File: config.mk
export PLATFORM = sky130hd
export DESIGN_NAME = gpio_pad_ctrl
export DESIGN_NICKNAME = d
export VERILOG_FILES = /design/src/rtl/gpio_pad_ctrl.sv
export SDC_FILE = /design/constraint.sdc
export NUM_CORES = 1
export LEC_CHECK = 0
export CORE_UTILIZATION = 43
export DETAILED_ROUTE_END_ITERATION = 7
export GPL_TIMING_DRIVEN = 0
export PLACE_DENSITY = 0.76
export REMOVE_ABC_BUFFERS = 1
export SETUP_SLACK_MARGIN = 0.4
export SYNTH_ARGS = -nofsm -noshare
export SYNTH_HDL_FRONTEND = slang
export SYNTH_SLANG_ARGS = --single-unit
File: constraint.sdc
create_clock -name clk_in -period 1.1 [get_ports clk_in]
set_input_delay 0.11 -clock clk_in [delete_from_list [all_inputs] [get_ports clk_in]]
set_output_delay 0.11 -clock clk_in [all_outputs]
set_load 0.05 [all_outputs]
File: src/rtl/gpio_pad_ctrl.sv
// Core-side GPIO pad controller: APB register file, pad direction/config and
// output data, two-flop input synchroniser, edge detection and level interrupt.
module gpio_pad_ctrl #(
    parameter int N_PINS        = 8,   // 1..32
    parameter int CONF_WIDTH    = 3,   // >= 2: bit 0 direction, upper bits from PADCFG
    parameter int SETTLE_CYCLES = 3
) (
    input  logic                         clk_in,
    input  logic                         reset_int,
    input  logic                         psel,
    input  logic                         penable,
    input  logic                         pwrite,
    input  logic [4:0]                   paddr,
    input  logic [31:0]                  pwdata,
    output logic [31:0]                  prdata,
    output logic                         pready,
    output logic                         pslverr,
    output logic [N_PINS*CONF_WIDTH-1:0] pad_cfg_out,
    output logic [N_PINS-1:0]            pad_data_out,
    input  logic [N_PINS-1:0]            pad_data_in,
    output logic                         irq_out
);

    localparam int PW = CONF_WIDTH - 1;
    localparam int SW = (SETTLE_CYCLES < 1) ? 1 : $clog2(SETTLE_CYCLES + 1);
    localparam logic [SW-1:0] SETTLE_LOAD = SW'(SETTLE_CYCLES);

    typedef enum logic [2:0] {
        OFF_DIR     = 3'd0,
        OFF_DOUT    = 3'd1,
        OFF_DIN     = 3'd2,
        OFF_RISE_EN = 3'd3,
        OFF_FALL_EN = 3'd4,
        OFF_STATUS  = 3'd5,
        OFF_PADCFG  = 3'd6,
        OFF_NONE    = 3'd7
    } reg_off_e;

    logic [N_PINS-1:0] dir_q, dir_d;
    logic [N_PINS-1:0] dout_q, dout_d;
    logic [N_PINS-1:0] rise_en_q, rise_en_d;
    logic [N_PINS-1:0] fall_en_q, fall_en_d;
    logic [N_PINS-1:0] status_q, status_d;
    logic [N_PINS-1:0] sync1_q, sync1_d;
    logic [N_PINS-1:0] sync2_q, sync2_d;
    logic [N_PINS-1:0] hist_q, hist_d;
    logic [PW-1:0]     padcfg_q, padcfg_d;
    logic [SW-1:0]     settle_q [N_PINS];
    logic [SW-1:0]     settle_d [N_PINS];
    logic              irq_q, irq_d;

    reg_off_e          off;
    logic              access;
    logic              err;
    logic              wr_en;
    logic [N_PINS-1:0] wdata;
    logic [N_PINS-1:0] rise;
    logic [N_PINS-1:0] fall;
    logic [N_PINS-1:0] qual;
    logic [N_PINS-1:0] set_mask;
    logic [N_PINS-1:0] clr_mask;
    logic [31:0]       rd_word;
    logic              unused_apb_bits;

    assign off    = reg_off_e'(paddr[4:2]);
    assign access = psel & penable;
    assign err    = access & ((off == OFF_NONE) | (pwrite & (off == OFF_DIN)));
    assign wr_en  = access & pwrite & ~err;
    assign wdata  = pwdata[N_PINS-1:0];
    assign rise   = sync2_q & ~hist_q;
    assign fall   = ~sync2_q & hist_q;

    assign unused_apb_bits = ^{paddr[1:0], pwdata};

    genvar gi;
    generate
        for (gi = 0; gi < N_PINS; gi++) begin : g_pin
            // Edges only count on a settled input pin.
            assign qual[gi] = ~dir_q[gi] & (settle_q[gi] == '0);
            assign pad_cfg_out[gi*CONF_WIDTH +: CONF_WIDTH] = {padcfg_q, ~dir_q[gi]};
        end
    endgenerate

    always_comb begin
        dir_d     = dir_q;
        dout_d    = dout_q;
        rise_en_d = rise_en_q;
        fall_en_d = fall_en_q;
        padcfg_d  = padcfg_q;
        clr_mask  = '0;
        if (wr_en) begin
            case (off)
                OFF_DIR:     dir_d     = wdata;
                OFF_DOUT:    dout_d    = wdata;
                OFF_RISE_EN: rise_en_d = wdata;
                OFF_FALL_EN: fall_en_d = wdata;
                OFF_STATUS:  clr_mask  = wdata;
                OFF_PADCFG:  padcfg_d  = pwdata[PW-1:0];
                default:     ;
            endcase
        end

        sync1_d = pad_data_in;
        sync2_d = sync1_q;
        hist_d  = sync2_q;

        // A new edge in the same cycle as a W1C clear keeps the bit set.
        set_mask = ((rise & rise_en_q) | (fall & fall_en_q)) & qual;
        status_d = (status_q & ~clr_mask) | set_mask;

        // Interrupt follows STATUS one cycle later.
        irq_d = |status_q;

        // Holding the count while the pin drives also covers the reload on a
        // 1->0 DIR write; writes that keep a pin as input leave it running.
        for (int i = 0; i < N_PINS; i++) begin
            settle_d[i] = settle_q[i];
            if (dir_q[i]) begin
                settle_d[i] = SETTLE_LOAD;
            end else if (settle_q[i] != '0) begin
                settle_d[i] = settle_q[i] - SW'(1);
            end
        end
    end

    always_comb begin
        rd_word = '0;
        case (off)
            OFF_DIR:     rd_word[N_PINS-1:0] = dir_q;
            OFF_DOUT:    rd_word[N_PINS-1:0] = dout_q;
            OFF_DIN:     rd_word[N_PINS-1:0] = sync2_q;
            OFF_RISE_EN: rd_word[N_PINS-1:0] = rise_en_q;
            OFF_FALL_EN: rd_word[N_PINS-1:0] = fall_en_q;
            OFF_STATUS:  rd_word[N_PINS-1:0] = status_q;
            OFF_PADCFG:  rd_word[PW-1:0]     = padcfg_q;
            default:     rd_word = '0;
        endcase
    end

    // Bus outputs are forced quiet while reset is asserted.
    assign prdata       = (psel & reset_int) ? rd_word : '0;
    assign pslverr      = reset_int & err;
    assign pready       = 1'b1;
    assign pad_data_out = dout_q;
    assign irq_out      = irq_q;

    always_ff @(posedge clk_in or negedge reset_int) begin
        if (!reset_int) begin
            dir_q     <= '0;
            dout_q    <= '0;
            rise_en_q <= '0;
            fall_en_q <= '0;
            status_q  <= '0;
            padcfg_q  <= '0;
            sync1_q   <= '0;
            sync2_q   <= '0;
            hist_q    <= '0;
            irq_q     <= 1'b0;
            for (int i = 0; i < N_PINS; i++) begin
                settle_q[i] <= SETTLE_LOAD;
            end
        end else begin
            dir_q     <= dir_d;
            dout_q    <= dout_d;
            rise_en_q <= rise_en_d;
            fall_en_q <= fall_en_d;
            status_q  <= status_d;
            padcfg_q  <= padcfg_d;
            sync1_q   <= sync1_d;
            sync2_q   <= sync2_d;
            hist_q    <= hist_d;
            irq_q     <= irq_d;
            for (int i = 0; i < N_PINS; i++) begin
                settle_q[i] <= settle_d[i];
            end
        end
    end

endmodule

==> flow_metrics.tcl <==
set metrics [dict create \
    crit_arrival_ps 1640 \
    fin_crit_ps 1750 \
    drc 0 \
    num-fill-cells 645 \
    place.gp.congestion 0.842 \
    synthFlopType "dfrtp_1" \
    synth.distinct_cells 46 \
    p_sw_share_pct 36.9 \
    place_ws_ps -2600 \
    required_ps 990 \
    core_area_um2 9200 \
    power.static_leakage_nw 2.68 \
    clk_pin_slew_ps 80 \
    avgSynthCellArea_um2 12.0 \
    grt_pass1_vias 2964 \
    port_buffers 65 \
    cts_max_level 3 \
    cts_tree "built" \
    async_reset_ff_share_pct 100 \
    critPathKind "reg -> out" \
    yosysSeqAreaShare_pct 51.5 \
    max-clock-path-buffers 2 \
    p_comb_share_pct 45.7 \
    place_inst 490 \
    power.switching_mw 4.63 \
    failed_checks "negative hold slack, negative setup slack" \
    cp-start-kind "flop" \
    final_cells 569 \
    area_growth_pct 44.1 \
    cap_violations 0 \
    rsz0062_at_grt "yes" \
    slew_violations 0 \
    fmax_mhz 572 \
    die_area_um2 9870 \
    multi_input_area_um2 1860 \
    clk_latency_ps 350 \
    critPathMaxFanout 3 \
    clock-sinks 83 \
    grt_overflow 0 \
    layout-drive-gt1-share_pct 54.4 \
    grt_antenna_before_repair 0 \
    first_iter_violations 215 \
    clkPwrFrac_pct 16.4 \
    ir_worst_vdd_mv 1.19 \
    vias 3094 \
    outcome "finished with violations" \
    share_seq_of_total_power_pct 37.9 \
    finalSetupViolations 39 \
    die_w_um 99.4 \
    fin_skew_ps 8.45 \
    cts_buffers 9 \
    place_area_um2 4610 \
    intPower_mw 7.93 \
    routed_via_density 5.44 \
    ys_ff_latch 83 \
    holdWs_ps -285 \
    hold_path_class "in -> async" \
    powerDensity_nw_per_um2 2140 \
    io_pins 117 \
    wl_um 11200 \
    finalCritPeriodShare_pct 159 \
    wl_per_cell_um 19.6 \
    critPathCaptureType "output port" \
    p_total_mw 12.6 \
    ant_nets 0 \
    final_cell_area_um2 5870 \
    tightest_slew_ps 652 \
    yosysWarnings 0 \
    maxSlewHeadroom_pct 56.4 \
    synthCells 340 \
    die_y_um 99.4 \
    grt_pass1_wl_um 15500 \
    fin_nets 512 \
    cts_root_buf "clkbuf_8" \
    hpwl_um 5800 \
    track_usage_pct 20.9 \
    finalHoldViolCount 14 \
    syn-cell-area_um2 4080 \
    n_antenna_cell 0 \
    synth_edf_count 0 \
    start_util_pct 44.3 \
    rows 35 \
    grt_max_degree 31 \
    seqCellArea_um2 2100 \
    setup_ws_ps -648 \
    first_pass_iters 4 \
]
## state kept, by name, indices dropped and copies added (netlist names)
| name | cells |
|---|---|
| hist_d | 8 |
| fall_en_q | 8 |
| status_q | 8 |
| hist_q | 8 |
| rise_en_q | 8 |
| settle_q | 16 |
| sync1_q | 8 |
| pad_data_out | 8 |
| irq_out | 1 |
| padcfg_q | 2 |
| dir_q | 8 |
## cells by family (layout without fill, tap and decap cells)
group                      after synthesis  count (layout)  share of synthesized area, %
AOI/OAI and AO/OA                       46              46                          8.54
DFF                                     83              83                          51.5
other                                    2              25                         0.184
adders and majority gates                8               8                          2.46
muxes                                   52              52                          15.7
and+or+nand+nor                         66              66                          8.63
xor gates and xnor gates                 8               8                          1.72
buffers and inverters                   75             170                          11.3
## synth_stat cells (all sizes together) (2+ instances only)
master	instances	area, µm²
ha	8	100
nand2	31	119
nor2b	3	18.8
mux4	3	67.6
o211ai	7	52.6
o22ai	3	18.8
a211oi	2	15.0
o21ai	5	25.0
nand3b	6	45.0
a211o	2	17.5
dfstp	16	420
mux2i	8	80.1
inv	25	93.8
conb	2	7.51
buf	49	364
o2bb2ai	2	17.5
nand3	9	45.0
xor2	8	70.1
a21oi	6	30.0
nor2	6	22.5
nand2b	2	12.5
mux2	41	492
dfrtp	67	1680
a32o	8	80.1
nor4	2	12.5
a32oi	4	35.0
nor3	2	21.3
## final timing paths
path / start / to / slack (ps) / cells past startpoint
min in group clk_in: pad_data_in[3] / sync1_q[3] / 190 / 1
min reg2reg: sync1_q[5] / hist_d[5] / 350 / 0
max in group asynchronous: reset_int / status_q[6] / 200 / 2
max reg2reg: settle_q[9] / settle_q[9] / -70 / 4
max: dir_q[1] / prdata[1] / -650 / 4
min: reset_int / hist_q[6] / -290 / 2
## per-layer routing
layer  GRT usage [%]  vias to the layer above  routed length [µm]
li1                -                     1352                   -
met1            27.2                     1565                4470
met2            34.2                      152                5750
met3            4.08                       25                 676
met4            9.05                        0                 276
met5               0                        -                   0
## per-stage QoR
step	TNS (ps)	utilization [%]
2_1_floorplan	-42710	-
3_3_place_gp	-351960	49.8
3_5_place_dp	-98250	50.1
4_1_cts	-6860	59.0
5_1_grt	-8700	63.9
6_report	-7130	63.9
## power groups by stage
stage               Clock (mW)  Sequential (mW)  Combinational (mW)
finish                    2.06             4.76                5.74
global route              2.24             4.84                6.15
CTS                       2.10             4.68                4.95
detailed placement           0             4.70                3.83
global placement             0             4.64                3.67
floorplan                    0             5.13                2.17
## critical path, cell delays in order (launching register included)
cell	delay, ps
dfrtp_1	420
mux4_2	490
nor2_2	160
nor3_2	60
buf_6	160
## cells in the final DEF, fill, tap and decap left out, types with 4 or more instances in the layout
cell             instances
mux2_2                  30
xor2_1                   7
conb_1                  25
o21ai_0                  4
buf_4                   51
buf_6                   27
a32o_1                   8
a21oi_1                  5
a32oi_1                  4
nand3_1                  9
o211ai_1                 7
clkdlybuf4s50_1         16
dfstp_2                 16
buf_12                   8
mux2i_1                  7
ha_4                     8
inv_2                   24
nand3b_1                 6
dfrtp_1                 64
clkbuf_8                 9
mux2_4                  11
buf_8                   16
nand2_1                 28
## repair_timing
action                     4_1_cts  5_1_grt
setup endpoints to repair      101      124
buffers inserted                34       23
pin swaps                       33       20
hold buffers                     2        1
hold endpoints to repair        32       28
gates cloned                     3        2
gates resized for setup        393       65
## final cells by class
type / count / share of cell area [%]
tap: 111 / 2.37
inverter: 25 / 1.64
clock inverter: 3 / 0.682
sequential: 83 / 35.8
timing repair buffer: 130 / 25.6
multi-input combinational: 205 / 31.6
clock buffer: 12 / 2.30
Power figures use the tool's default switching activity.
